[src/rtl/control_sequencer.sv]
// Hardwired T-state control unit: steps fetch/execute and decodes per-state datapath strobes.
// Latency: strobes are a combinational decode of the current T-state and ir[31:27]; one T-state per clk.
// Backpressure: memory states T1, ld-T6 and st-T7 stall until mem_done=1; no other flow control.
module control_sequencer #(
    parameter int REG_SIZE = 32,
    parameter int OPW      = 5
) (
    input  logic                clk,
    input  logic                reset_n,
    input  logic [REG_SIZE-1:0] ir,
    input  logic                mem_done,
    output logic                gra,
    output logic                grb,
    output logic                grc,
    output logic                r_in,
    output logic                r_out,
    output logic                ba_out,
    output logic                pc_out,
    output logic                inc_pc,
    output logic                mar_in,
    output logic                mdr_in,
    output logic                mdr_out,
    output logic                mdr_rd,
    output logic                read,
    output logic                write,
    output logic                ir_in,
    output logic                y_in,
    output logic                z_in,
    output logic                zlo_out,
    output logic                c_out,
    output logic [3:0]          alu_op,
    output logic                run,
    output logic                illegal
);

    typedef enum logic [3:0] {
        S_IDLE,
        S_T0,
        S_T1,
        S_T2,
        S_T3,
        S_T4,
        S_T5,
        S_T6,
        S_T7,
        S_HALT
    } state_t;

    // Full control word for one T-state; unpacked onto the ports below.
    typedef struct packed {
        logic       gra;
        logic       grb;
        logic       grc;
        logic       r_in;
        logic       r_out;
        logic       ba_out;
        logic       pc_out;
        logic       inc_pc;
        logic       mar_in;
        logic       mdr_in;
        logic       mdr_out;
        logic       mdr_rd;
        logic       read;
        logic       write;
        logic       ir_in;
        logic       y_in;
        logic       z_in;
        logic       zlo_out;
        logic       c_out;
        logic [3:0] alu_op;
        logic       run;
        logic       illegal;
    } ctrl_t;

    localparam logic [OPW-1:0] OP_LD   = OPW'(0);
    localparam logic [OPW-1:0] OP_LDI  = OPW'(1);
    localparam logic [OPW-1:0] OP_ST   = OPW'(2);
    localparam logic [OPW-1:0] OP_ADD  = OPW'(3);
    localparam logic [OPW-1:0] OP_SUB  = OPW'(4);
    localparam logic [OPW-1:0] OP_AND  = OPW'(5);
    localparam logic [OPW-1:0] OP_OR   = OPW'(6);
    localparam logic [OPW-1:0] OP_ADDI = OPW'(7);
    localparam logic [OPW-1:0] OP_ANDI = OPW'(8);
    localparam logic [OPW-1:0] OP_ORI  = OPW'(9);
    localparam logic [OPW-1:0] OP_NOP  = OPW'(26);
    localparam logic [OPW-1:0] OP_HALT = OPW'(27);

    localparam logic [3:0] ALU_ADD = 4'd0;
    localparam logic [3:0] ALU_AND = 4'd2;
    localparam logic [3:0] ALU_OR  = 4'd3;

    state_t         state;
    state_t         state_nxt;
    ctrl_t          ctrl;
    logic [OPW-1:0] opcode;
    logic [OPW-1:0] op_rel;
    logic           is_reg;
    logic           is_imm;
    logic           is_ld;
    logic           is_st;
    logic           is_ldi;
    logic           is_nop;
    logic           is_halt;
    logic [3:0]     imm_alu;
    logic           unused_ir_fields;

    assign opcode           = ir[REG_SIZE-1 -: OPW];
    assign unused_ir_fields = &{1'b0, ir[REG_SIZE-OPW-1:0]};

    // Opcode class decode; register ALU ops map to alu_op = opcode-3.
    always_comb begin
        is_reg  = (opcode == OP_ADD) || (opcode == OP_SUB) ||
                  (opcode == OP_AND) || (opcode == OP_OR);
        is_imm  = (opcode == OP_ADDI) || (opcode == OP_ANDI) || (opcode == OP_ORI);
        is_ld   = (opcode == OP_LD);
        is_st   = (opcode == OP_ST);
        is_ldi  = (opcode == OP_LDI);
        is_nop  = (opcode == OP_NOP);
        is_halt = (opcode == OP_HALT);
        op_rel  = opcode - OP_ADD;
        imm_alu = ALU_ADD;
        if (opcode == OP_ANDI) begin
            imm_alu = ALU_AND;
        end else if (opcode == OP_ORI) begin
            imm_alu = ALU_OR;
        end
    end

    // State register; reset drops straight to IDLE so no strobe survives it.
    always_ff @(posedge clk or negedge reset_n) begin
        if (!reset_n) begin
            state <= S_IDLE;
        end else begin
            state <= state_nxt;
        end
    end

    // Next-state and control-word decode; everything defaults to idle/zero.
    always_comb begin
        state_nxt = state;
        ctrl      = '0;
        unique case (state)
            S_IDLE: begin
                state_nxt = S_T0;
            end
            S_T0: begin
                ctrl.run    = 1'b1;
                ctrl.pc_out = 1'b1;
                ctrl.mar_in = 1'b1;
                ctrl.inc_pc = 1'b1;
                state_nxt   = S_T1;
            end
            S_T1: begin
                ctrl.run    = 1'b1;
                ctrl.read   = 1'b1;
                ctrl.mdr_in = 1'b1;
                ctrl.mdr_rd = 1'b1;
                if (mem_done) begin
                    state_nxt = S_T2;
                end
            end
            S_T2: begin
                ctrl.run     = 1'b1;
                ctrl.mdr_out = 1'b1;
                ctrl.ir_in   = 1'b1;
                state_nxt    = S_T3;
            end
            S_T3: begin
                ctrl.run = 1'b1;
                if (is_reg || is_imm) begin
                    ctrl.grb   = 1'b1;
                    ctrl.r_out = 1'b1;
                    ctrl.y_in  = 1'b1;
                    state_nxt  = S_T4;
                end else if (is_ld || is_st || is_ldi) begin
                    ctrl.grb    = 1'b1;
                    ctrl.ba_out = 1'b1;
                    ctrl.y_in   = 1'b1;
                    state_nxt   = S_T4;
                end else if (is_nop) begin
                    state_nxt = S_T0;
                end else if (is_halt) begin
                    state_nxt = S_HALT;
                end else begin
                    ctrl.illegal = 1'b1;
                    state_nxt    = S_T0;
                end
            end
            S_T4: begin
                ctrl.run  = 1'b1;
                state_nxt = S_T5;
                if (is_reg) begin
                    ctrl.grc    = 1'b1;
                    ctrl.r_out  = 1'b1;
                    ctrl.z_in   = 1'b1;
                    ctrl.alu_op = op_rel[3:0];
                end else if (is_imm) begin
                    ctrl.c_out  = 1'b1;
                    ctrl.z_in   = 1'b1;
                    ctrl.alu_op = imm_alu;
                end else if (is_ld || is_st || is_ldi) begin
                    ctrl.c_out  = 1'b1;
                    ctrl.z_in   = 1'b1;
                    ctrl.alu_op = ALU_ADD;
                end else begin
                    // ir changed under us; abandon the instruction cleanly.
                    state_nxt = S_T0;
                end
            end
            S_T5: begin
                ctrl.run  = 1'b1;
                state_nxt = S_T0;
                if (is_ld || is_st) begin
                    ctrl.zlo_out = 1'b1;
                    ctrl.mar_in  = 1'b1;
                    state_nxt    = S_T6;
                end else if (is_reg || is_imm || is_ldi) begin
                    ctrl.zlo_out = 1'b1;
                    ctrl.gra     = 1'b1;
                    ctrl.r_in    = 1'b1;
                end
            end
            S_T6: begin
                ctrl.run  = 1'b1;
                state_nxt = S_T0;
                if (is_ld) begin
                    ctrl.read   = 1'b1;
                    ctrl.mdr_in = 1'b1;
                    ctrl.mdr_rd = 1'b1;
                    state_nxt   = mem_done ? S_T7 : S_T6;
                end else if (is_st) begin
                    // mdr_rd stays 0 so MDR loads from the bus.
                    ctrl.gra    = 1'b1;
                    ctrl.r_out  = 1'b1;
                    ctrl.mdr_in = 1'b1;
                    state_nxt   = S_T7;
                end
            end
            S_T7: begin
                ctrl.run  = 1'b1;
                state_nxt = S_T0;
                if (is_ld) begin
                    ctrl.mdr_out = 1'b1;
                    ctrl.gra     = 1'b1;
                    ctrl.r_in    = 1'b1;
                end else if (is_st) begin
                    ctrl.write = 1'b1;
                    state_nxt  = mem_done ? S_T0 : S_T7;
                end
            end
            S_HALT: begin
                state_nxt = S_HALT;
            end
            default: begin
                state_nxt = S_IDLE;
            end
        endcase
    end

    assign gra     = ctrl.gra;
    assign grb     = ctrl.grb;
    assign grc     = ctrl.grc;
    assign r_in    = ctrl.r_in;
    assign r_out   = ctrl.r_out;
    assign ba_out  = ctrl.ba_out;
    assign pc_out  = ctrl.pc_out;
    assign inc_pc  = ctrl.inc_pc;
    assign mar_in  = ctrl.mar_in;
    assign mdr_in  = ctrl.mdr_in;
    assign mdr_out = ctrl.mdr_out;
    assign mdr_rd  = ctrl.mdr_rd;
    assign read    = ctrl.read;
    assign write   = ctrl.write;
    assign ir_in   = ctrl.ir_in;
    assign y_in    = ctrl.y_in;
    assign z_in    = ctrl.z_in;
    assign zlo_out = ctrl.zlo_out;
    assign c_out   = ctrl.c_out;
    assign alu_op  = ctrl.alu_op;
    assign run     = ctrl.run;
    assign illegal = ctrl.illegal;

endmodule
[config.mk]
export PLATFORM = sky130hd
export DESIGN_NAME = control_sequencer
export DESIGN_NICKNAME = d
export VERILOG_FILES = /design/src/rtl/control_sequencer.sv
export SDC_FILE = /design/constraint.sdc
export NUM_CORES = 1
export LEC_CHECK = 0
export ABC_AREA = 1
export BUFFER_PORTS_ARGS = -buffer_cell sky130_fd_sc_hd__buf_2
export CAP_MARGIN = 20
export CORE_MARGIN = 2
export CORE_UTILIZATION = 38
export DETAILED_ROUTE_END_ITERATION = 10
export PLACE_DENSITY = 0.84
export SKIP_LAST_GASP = 1
export SYNTH_ARGS = -nofsm -noshare
export SYNTH_HDL_FRONTEND = slang
export SYNTH_SLANG_ARGS = --single-unit
export TNS_END_PERCENT = 5
[constraint.sdc]
create_clock -name clk -period 1.9 [get_ports clk]
set_input_delay 0.38 -clock clk [delete_from_list [all_inputs] [get_ports clk]]
set_output_delay 0.38 -clock clk [all_outputs]
set_load 0.05 [all_outputs]
==> key figures, run 1 <==
Floorplan
  – Die height: 48.08 um
  – Initial Util: 0.4140
  – Core box area: 1783 um2
  – Num rows: 15
  – Die Area: 2311 um2
  – I/O pin total: 60
  – Die W: 48.08 um

Final layout
  – Fill cells: 132
  – Nets: 247
  – Top flop regs: state (4)
  – Largest register FFs: 4
  – Area occupied by multi-input gates: 646.9 um2
  – Area grow syn2layout: 85.08%
  – Biggest register: state
  – Layout cells sized above 1: 0.5146
  – Antenna cells: 0
  – Storage cell area: 100.1 um2

Worst hold path
  – WHS Endpoint: state[0]
  – HP Start: mem_done
  – Class of the worst hold path: in -> reg
  – Worst Hold Depth: 3

Yosys
  – Synth Cell Area: 738.2 um2
  – Cells after Synth: 140
  – Number of synthesized register bits: 4
  – Unique masters post-synth: 20
  – Syn Area/Cell: 5.273 um2
  – YS warnings: 0
  – Sequential cell area fraction in the yosys report: 0.1356
  – Syn Nets: 179

Global routing
  – Grt total ovfl: 0
  – Pin count of the biggest net entering global routing: 7
  – GRT Total Usage: 0.2580
  – Initial antenna violation count: 0
  – Global-route wire length before repair: 4284 um
  – Vias in the first global route: 1017

STA
  – Clk_skew: 6.490 ps
  – Setup ws final: -246.4 ps
  – Unrepaired setup endpoints after global routing: true
  – Slew @ Worst Pin: 256.9 ps
  – Fin Hold WS: 444.1 ps
  – Endpoints failing hold: 0
  – Slew Limit Fails: 0
  – Setup TNS: -3880 ps
  – Fin crit share: 1.130
  – F_max: 465.9 MHz
  – Worst slew margin: 0.8274
  – Final Setup Violations: 21
  – Min cycle time layout: 2146 ps

Worst setup path
  – Critical path's top delay family: simple AND/OR/NAND/NOR gates
  – R2R cell count: 8
  – Critical path launch point: ir[27]
  – Worst-path cell chain: buf_8 -> clkinvlp_4 -> ha_4 -> nand2_1 -> nand2_1 -> nand2_2 -> nand4_1 -> o21ai_2 -> o21ai_1 -> buf_6
  – Cell mode on critical path: nand2_1
  – Critical path type: in -> out
  – Startpoint Class: primary input
  – Critical Path AT: 1770 ps
  – CP Capture Type: primary output
  – Worst reg2reg endpoint: state[3]
  – Bufs and invs on worst path: 3
  – CP max stage delay: 220 ps
  – Crit path max fanout: 4
  – Slowest library cell on the worst path: o21ai_2
  – R2R Setup Slk: 430 ps
  – WP data required: 1520 ps
  – RR Startpoint: state[0]

Clock network
  – Clk root buf: clkbuf_4
  – Clock buffer depth: 2
  – H-tree levels: 1
  – Worst skew pair latency: 240 ps
  – Clock sink count: 4
  – TritonCTS clock tree: done
  – Clock transition at path regs: 40 ps
  – Total CTS buffers: 3

Route
  – Initial DRC count: 43
  – First-pass iteration count of the detailed router: 4
  – Via count: 1178
  – Drt wl/cell: 12.24 um
  – Total wire length: 2827 um
  – ANT nets after route: 0
  – Vias/cell: 5.100
  – Drt drc: 0

Placement
  – PortBufs: 32
  – HPWL after detailed placement: 2120 um
  – Gpl congestion: 0.8814

Pwr
  – PwrDens: 919.9 nW/um2
  – Leakage power total: 0.7613 nW
  – Pwr Total: 1.257 mW
  – Maximum vdd ir drop: 0.6233 mV

Run status
  – Status: finished with violations
  – Failing checks: negative setup slack

Job
  – Max Cap Viol: 0
## worst reg2reg max path: cells and delay by family, from the launching register on
kind	cells	cell delay, ps
AND/OR/NAND/NOR	4	440
buffers and inverters	3	410
flip-flops	1	370
AO/OA/AOI/OAI	1	120
## synth_stat cells
| library cell | n | area [um2] |
|---|---|---|
| a21oi_1 | 4 | 20.02 |
| a31oi_1 | 1 | 6.260 |
| buf_4 | 3 | 22.52 |
| dfrtp_1 | 4 | 100.1 |
| ha_1 | 4 | 50.05 |
| inv_1 | 22 | 82.58 |
| inv_2 | 3 | 11.26 |
| nand2_1 | 38 | 142.6 |
| nand2_2 | 5 | 31.28 |
| nand3_1 | 8 | 40.04 |
| nand3_2 | 1 | 10.01 |
| nand4_1 | 4 | 25.02 |
| nor2_1 | 25 | 93.84 |
| nor2_2 | 2 | 12.51 |
| nor3_1 | 3 | 15.01 |
| o2111ai_1 | 1 | 8.760 |
| o21a_1 | 1 | 7.510 |
| o21ai_0 | 8 | 40.04 |
| o22ai_1 | 1 | 6.260 |
| or2_2 | 2 | 12.51 |
## cell families after synthesis
| family | after synthesis | share of synthesized area |
|---|---|---|
| AO/OA/AOI/OAI | 16 | 0.1204 |
| adder cells (fa/ha/maj) | 4 | 0.06780 |
| buffers and inverters | 28 | 0.1576 |
| flip-flops | 4 | 0.1356 |
| AND/OR/NAND/NOR | 88 | 0.5186 |
## placed cells by master (no fill, tap or decap), types with 4 or more instances in the layout
master    count
inv_1        18
nand4_1       4
nor2_2        4
clkbuf_4      4
nand2_1      34
buf_6         4
nand3_1       8
nand2_2       8
buf_2        24
buf_4        35
nor2_1       21
inv_2         4
dfrtp_1       4
## routing by layer
metal | share of wire | GRT usage | vias up
met5 | 0 | 0 | -
met4 | 0.029 | 0.09189 | 0
met3 | 0.063 | 0.02642 | 10
met2 | 0.52 | 0.5040 | 64
met1 | 0.39 | 0.2806 | 531
li1 | - | - | 573
## power breakdown
part	total [mW]	internal (mW)	leakage, nW	switching [mW]
registers	0.140	0.116	0.0511	0.0241
clock network	0.108	0.0708	0.0138	0.0373
logic	1.01	0.288	0.696	0.721
total	1.26	0.474	0.761	0.783
## worst max path at each step
stage | end | slack [ps] | cells past startpoint
2_1_floorplan | r_out | -220 | 10
3_3_place_gp | r_in | -360 | 10
3_5_place_dp | r_in | -410 | 10
4_1_cts | r_in | -270 | 10
5_1_grt | r_in | -340 | 10
6_report | r_in | -250 | 10
## stage by stage
step | cell area (um2) | std cells | util | worst slack (ps)
finish | 1366 | 231 | 0.7663 | -246.4
global route | 1366 | 231 | 0.7663 | -336.8
CTS | 1335 | 228 | 0.7488 | -267.2
detailed placement | 1236 | 223 | 0.6933 | -414.4
global placement | 1236 | 223 | 0.6933 | -363.7
floorplan | 857.1 | 140 | - | -215.0
## cell type report
class                   instances  area share
clock buffers                   3     0.01648
multi-input cells             108      0.4734
flip-flops and latches          4     0.07326
repair buffers                 66      0.3370
well taps                      25     0.02289
inverters                      25     0.07692
## repair_timing
action | CTS | global route
cloned | 0 | 0
hold endpoints to repair | 4 | 0
buffers inserted | 1 | 3
pin swaps | 5 | 6
gates resized for setup | 18 | 4
hold buffers | 1 | 0
setup endpoints to repair | 21 | 22
Note: power is estimated with default switching activity, not from simulation.
==> run 2, diff against run 1 <==
ABC_AREA = unset   (was 1)
CORE_UTILIZATION = 41   (was 38)
PLACE_DENSITY = 0.85   (was 0.84)
==> key figures, run 2 <==
Pwr
  – Leakage power total: 0.7061 nW (-7.3%)
  – Pwr Total: 1.547 mW (+23%)
  – PwrDens: 1068 nW/um2 (+16%)
  – Maximum vdd ir drop: 0.8803 mV (+41%)

Floorplan
  – Initial Util: 0.4324 (+0.01836)
  – Die Area: 2449 um2 (+6.0%)
  – I/O pin total: 60 (unchanged)
  – Die height: 49.49 um (+2.9%)
  – Core box area: 1962 um2 (+10%)
  – Num rows: 16 (+1)
  – Die W: 49.49 um (+2.9%)

Yosys
  – Post-synth EDFFs: 0 (unchanged)
  – Synth Cell Area: 848.3 um2 (+15%)
  – Commonest cells in the netlist: nor2_1 (20), inv_1 (9), nand2_1 (7), nor3_1 (7), clkbuf_1 (6)
  – Syn Area/Cell: 6.841 um2 (+30%)
  – Sequential cell area fraction in the yosys report: 0.1180 (-0.01760)
  – Number of synthesized register bits: 4 (unchanged)
  – Synth async-reset ratio: 1.000 (unchanged)
  – Unique masters post-synth: 47 (+140%)
  – Synth Flop Type: dfrtp_1
  – Top cell type's share of synthesized area: 0.1180 (-0.07523)
  – Count leader, synth: nor2_1
  – Synth area leader: dfrtp_1
  – Cells after Synth: 124 (-11%)
  – YS warnings: 0 (unchanged)
  – Largest cells by area after synthesis: dfrtp_1 (12%), nor2_1 (8.8%), ha_1 (5.9%)
  – Syn Nets: 163 (-8.9%)

Global routing
  – GRT Total Usage: 0.2647 (+0.006677)
  – Global-route wire length before repair: 5230 um (+22%)
  – Pin count of the biggest net entering global routing: 18 (+11)
  – Grt total ovfl: 0 (unchanged)
  – Vias in the first global route: 1168 (+15%)
  – Initial antenna violation count: 0 (unchanged)

Route
  – Via count: 1188 (+0.85%)
  – Drt wl/cell: 13.63 um (+11%)
  – Initial DRC count: 25 (-42%)
  – ANT nets after route: 0 (unchanged)
  – Vias/cell: 5.526 (+8.4%)
  – Total wire length: 2930 um (+3.6%)
  – Drt drc: 0 (unchanged)
  – First-pass iteration count of the detailed router: 4 (unchanged)

Final layout
  – Layout cells sized above 1: 0.5160 (+0.001394)
  – Area grow syn2layout: 70.80%
  – Commonest non-fill, non-tap cell in the layout: buf_4
  – Antenna cells: 0 (unchanged)
  – Largest register FFs: 4 (unchanged)
  – Biggest register: state
  – Top flop regs: state (4)
  – Finished Cell Area: 1449 um2 (+6.0%)
  – Final Util: 0.7385 (-0.02780)
  – Highest-count cells in the layout ignoring fill and taps: buf_4 (41), buf_2 (30), nor2_1 (15), inv_1 (9), nand2_1 (7)
  – Nets: 229 (-7.3%)

Placement
  – Setup slack at placement: -581.0 ps (-166.6 ps)
  – PortBufs: 32 (unchanged)
  – Placed cell areas: 1395 um2 (+13%)
  – Gpl congestion: 0.9649 (+9.5%)
  – HPWL after detailed placement: 2339 um (+10%)

Clock network
  – Clk root buf: clkbuf_4
  – TritonCTS clock tree: done
  – Worst skew pair latency: 230 ps (about the same)
  – H-tree levels: 1 (unchanged)
  – Clock sink count: 4 (unchanged)
  – Total CTS buffers: 3 (unchanged)
  – Clock buffer depth: 2 (unchanged)
  – Clock transition at path regs: 40 ps (about the same)

Worst setup path
  – Critical path's top delay family: simple AND/OR/NAND/NOR gates
  – Worst-path cell chain: nand2b_4 -> or3b_4 -> or4b_4 -> o32ai_4 -> buf_6
  – Crit path max fanout: 2 (-2)
  – Slowest library cell on the worst path: or4b_4
  – Critical Path AT: 2120 ps (+350 ps)
  – WP data required: 1520 ps (about the same)
  – CP Depth: 5 (-5)
  – CP max stage delay: 540 ps (+320 ps)
  – Bufs and invs on worst path: 1 (-2)
  – Critical path type: reg -> out
  – CP Capture Type: primary output
  – Startpoint Class: flop
  – R2R cell count: 4 (-4)

STA
  – F_max: 400.5 MHz (-14%)
  – Final Setup Violations: 22 (+4.8%)
  – Min cycle time layout: 2497 ps (+350.6 ps)
  – Worst slew margin: 0.7616 (-0.06581)
  – Slew @ Worst Pin: 353.1 ps (+96.21 ps)
  – Fin crit share: 1.314 (+0.1845)
  – Slew Limit Fails: 0 (unchanged)
  – Unrepaired setup endpoints after global routing: true
  – Endpoints failing hold: 0 (unchanged)
  – Setup ws final: -597.0 ps (-350.6 ps)
  – Clk_skew: 6.663 ps (+0.1726 ps)

Run status
  – Failing checks: negative setup slack
  – Status: finished with violations

Job
  – Max Cap Viol: 0 (unchanged)

Worst hold path
  – Class of the worst hold path: in -> async
[run 2: cell families (layout without fill, tap and decap cells)]
logic type	Yosys count	in the layout	share of synthesized area
muxes	2	2	0.02360
and+or+nand+nor	62	62	0.4085
AOI/OAI and AO/OA	27	27	0.2375
buffers and inverters	22	86	0.1224
xor gates and xnor gates	3	3	0.03098
adders and majority gates	4	4	0.05900
DFF	4	4	0.1180
[run 2: final timing paths]
kind	from	end	slack, ps
worst max-delay path	state[1]	alu_op[0]	-600
min in group clk	mem_done	state[3]	590
worst min-delay path	reset_n	state[3]	500
worst min register to register	state[2]	state[2]	780
max in group asynchronous	reset_n	state[2]	1270
worst max register to register	state[2]	state[1]	160
[run 2: repair_timing]
action | CTS | global route
pin swaps | 0 | 1
buffers inserted | 0 | 1
endpoints found under the hold margin | 4 | 0
hold buffers | 1 | 0
cloned | 0 | 0
gates resized for setup | 2 | 2
setup endpoints to repair | 22 | 25
[run 2: per-layer routing]
| layer | share of wire | GRT usage | vias to the layer above |
|---|---|---|---|
| met3 | 0.033 | 0.01515 | 2 |
| li1 | - | - | 573 |
| met1 | 0.41 | 0.2966 | 581 |
| met5 | 0 | 0 | - |
| met2 | 0.55 | 0.5293 | 32 |
| met4 | 0.0048 | 0.07407 | 0 |
[run 2: final cells by class]
type | count | area (um2)
timing repair buffer | 74 | 486.7
inverter | 9 | 33.78
sequential | 4 | 100.1
tap | 27 | 33.78
multi-input combinational | 98 | 772.0
clock buffer | 3 | 22.52
fill | 166 | 513.0
[run 2: per-stage QoR]
step | TNS, ps | cells | hold slack, ps
after detailed placement | -8297 | 210 | 184.2
after global routing | -10930 | 215 | 528.7
final | -8756 | 215 | 501.7
after global placement | -6502 | 210 | 182.1
after floorplan | -6643 | 124 | 84.41
after CTS | -9246 | 214 | 492.2
[run 2: power by group]
group | internal [mW] | switching, mW | total [mW]
registers | 0.119 | 0.0216 | 0.141
logic | 0.427 | 0.880 | 1.31
clock network | 0.0702 | 0.0290 | 0.0992
[run 2: worst reg2reg max path, cell delays in order (launching register included)]
cell and delay, ps:
dfrtp_1 320, buf_4 220, or4b_1 530, or3_1 420
o311ai_0 120
==> run 3, diff against run 2 <==
BUFFER_PORTS_ARGS = unset   (was -buffer_cell sky130_fd_sc_hd__buf_2)
CORE_UTILIZATION = 54   (was 41)
DONT_BUFFER_PORTS = 1   (was unset)
PLACE_DENSITY = 0.74   (was 0.85)
==> key figures, run 3 <==
Yosys
  – Commonest cells in the netlist: nor2_1 (20), inv_1 (9), nand2_1 (7), nor3_1 (7), clkbuf_1 (6)
  – Largest cells by area after synthesis: dfrtp_1 (12%), nor2_1 (8.8%), ha_1 (5.9%)
  – Top cell type's share of synthesized area: 0.1180 (unchanged)
  – Cells after Synth: 124 (unchanged)
  – Synth Flop Type: dfrtp_1
  – Unique masters post-synth: 47 (unchanged)
  – Syn Nets: 163 (unchanged)
  – Synth Cell Area: 848.3 um2 (unchanged)
  – Syn Area/Cell: 6.841 um2 (unchanged)
  – Synth async-reset ratio: 1.000 (unchanged)
  – Count leader, synth: nor2_1
  – Synth area leader: dfrtp_1
  – Number of synthesized register bits: 4 (unchanged)
  – Sequential cell area fraction in the yosys report: 0.1180 (unchanged)
  – Post-synth EDFFs: 0 (unchanged)
  – YS warnings: 0 (unchanged)

Floorplan
  – I/O pin total: 60 (unchanged)
  – Initial Util: 0.5697 (+0.1374)
  – Num rows: 14 (-2)
  – Die height: 43.64 um (-12%)
  – Die W: 43.64 um (-12%)

Run status
  – Status: aborted with a tool error
  – Err: [ERROR DPL-0033] detailed placement checks failed during check placement.
  – Last stage reached: detailed placement

Placement
  – Gpl congestion: 0.8569 (-11%)
  – HPWL after detailed placement: 3559 um (+52%)
  – PortBufs: 0 (-100%)
-- run 3: cells by family after synthesis --
kind of cell / Yosys count / synth area share
multiplexers: 2 / 0.02360
AND/OR/NAND/NOR: 62 / 0.4085
flip-flops: 4 / 0.1180
adder cells (fa/ha/maj): 4 / 0.05900
XOR/XNOR: 3 / 0.03098
AO/OA/AOI/OAI: 27 / 0.2375
buffers and inverters: 22 / 0.1224
-- run 3: through the flow --
stage / hold slack, ps / setup WS, ps
floorplan: 84.41 / -454.4
global placement: 84.47 / -342.5
==> run 4, diff against run 3 <==
CORE_AREA = 2 2 63 65   (was unset)
CORE_MARGIN = unset   (was 2)
CORE_UTILIZATION = unset   (was 54)
DIE_AREA = 0 0 65 67   (was unset)
PLACE_DENSITY = unset   (was 0.74)
PLACE_DENSITY_LB_ADDON = 0.15   (was unset)
==> key figures, run 4 (synthesized netlist as in run 2, its figures left out) <==
Run status
  – Status: finished with violations
  – Failing checks: negative setup slack

STA
  – Worst slew margin: 0.7640
  – Setup ws final: -594.3 ps
  – Endpoints failing hold: 0
  – Unrepaired setup endpoints after global routing: true
  – Fin Hold WS: 388.2 ps
  – F_max: 400.9 MHz
  – Min cycle time layout: 2494 ps
  – Fin crit share: 1.313
  – Final Setup Violations: 22
  – Clk_skew: 7.623 ps
  – Slew Limit Fails: 0
  – Slew @ Worst Pin: 351.4 ps

Final layout
  – Finished Layout Cells: 219
  – Finished Cell Area: 1652 um2
  – Highest-count cells in the layout ignoring fill and taps: buf_4 (39), buf_12 (17), nor2_1 (15), inv_1 (9), nand2_1 (7)
  – Area grow syn2layout: 94.69%
  – Antenna cells: 0
  – Nets: 212
  – Largest register FFs: 4
  – Biggest register: state
  – Top flop regs: state (4)
  – Commonest non-fill, non-tap cell in the layout: buf_4
  – Area occupied by multi-input gates: 773.2 um2
  – Layout cells sized above 1: 0.4678
  – Storage cell area: 100.1 um2
  – Fill cells: 362

Placement
  – Cells after DPL: 215
  – Gpl congestion: 0.8927 (+4.2%)
  – PortBufs: 0 (unchanged)
  – HPWL after detailed placement: 2396 um (-33%)
  – Placed cell areas: 1600 um2

Route
  – Drt wl/cell: 13.37 um
  – Total wire length: 2929 um
  – First-pass iteration count of the detailed router: 4
  – Via count: 1088
  – Vias/cell: 4.968
  – ANT nets after route: 0
  – Drt drc: 0
  – Initial DRC count: 37

Worst setup path
  – Worst-path cell chain: nand2b_4 -> or3b_4 -> or4b_4 -> o32ai_4 -> buf_12
  – Startpoint Class: flop
  – WP data required: 1520 ps
  – Critical Path AT: 2110 ps
  – Critical path's top delay family: simple AND/OR/NAND/NOR gates
  – Worst reg2reg endpoint: state[3]
  – Critical path type: reg -> out
  – R2R cell count: 6
  – Bufs and invs on worst path: 1
  – Crit path max fanout: 2
  – CP max stage delay: 530 ps
  – R2R Setup Slk: 160 ps
  – RR Startpoint: state[0]
  – CP Capture Type: primary output
  – Slowest library cell on the worst path: or4b_4

Clock network
  – Clock buffer depth: 2
  – Clock transition at path regs: 40 ps
  – Total CTS buffers: 3
  – Worst skew pair latency: 230 ps
  – Clock sink count: 4
  – H-tree levels: 1
  – TritonCTS clock tree: done
  – Clk root buf: clkbuf_8

Worst hold path
  – WHS Endpoint: state[3]
  – Worst Hold Depth: 2
  – HP Start: ir[30]
  – Class of the worst hold path: in -> reg

Global routing
  – GRT Total Usage: 0.1439
  – Initial antenna violation count: 0
  – Global-route wire length before repair: 4954 um
  – Vias in the first global route: 1086
  – Pin count of the biggest net entering global routing: 17
  – Grt total ovfl: 0

Floorplan
  – Die height: 67 um (+54%)
  – I/O pin total: 60 (unchanged)
  – Die W: 65 um (+49%)
  – Core box area: 3606 um2
  – Die Area: 4355 um2
  – Num rows: 22 (+8)
  – Initial Util: 0.2353 (-0.3345)

Pwr
  – Maximum vdd ir drop: 0.4444 mV
  – PwrDens: 1116 nW/um2
  – Leakage power total: 0.6761 nW
  – Pwr Total: 1.843 mW

Job
  – Max Cap Viol: 0
-- run 4: layout make-up --
cell class	instances	area share
Tap cell	48	0.03636
Clock buffer	3	0.02500
Multi-Input combinational cell	98	0.4682
Timing Repair Buffer	57	0.3894
Sequential cell	4	0.06061
Inverter	9	0.02045
-- run 4: repair_timing --
item                                    CTS  global route
endpoints found under the setup margin   22            22
hold endpoints to repair                  4             0
hold buffers                              1             0
gates resized for setup                   0             0
buffers inserted                          0             0
-- run 4: stage by stage --
| step | util | TNS, ps | setup slack (ps) |
|---|---|---|---|
| CTS | 0.4580 | -7227 | -605.9 |
| global placement | 0.4438 | -3490 | -353.8 |
| global route | 0.4580 | -8847 | -644.0 |
| detailed placement | 0.4438 | -3874 | -361.2 |
| finish | 0.4580 | -6932 | -594.3 |
| floorplan | - | -6643 | -454.4 |
-- run 4: layer usage --
metal | vias to the layer above | global-route usage | share of wire
li1 | 541 | - | -
met1 | 516 | 0.1816 | 0.44
met2 | 28 | 0.2500 | 0.49
met3 | 3 | 0.02027 | 0.054
met4 | 0 | 0.04787 | 0.011
met5 | - | 0 | 0
-- run 4: how the worst max path moves through the flow --
stage	from	end	slack (ps)	depth (start not counted)
global route	state[1]	alu_op[0]	-640	5
CTS	state[1]	alu_op[0]	-610	5
floorplan	state[0]	alu_op[0]	-450	5
detailed placement	state[1]	alu_op[0]	-360	5
global placement	state[1]	alu_op[0]	-350	5
finish	state[1]	alu_op[0]	-590	5
-- run 4: power breakdown --
part	leakage (nW)	internal (mW)	switching [mW]	total, mW
Clock	0.0216	0.136	0.0517	0.187
Combinational	0.603	0.621	0.895	1.52
Sequential	0.0511	0.119	0.0208	0.140
Total	0.676	0.876	0.968	1.84
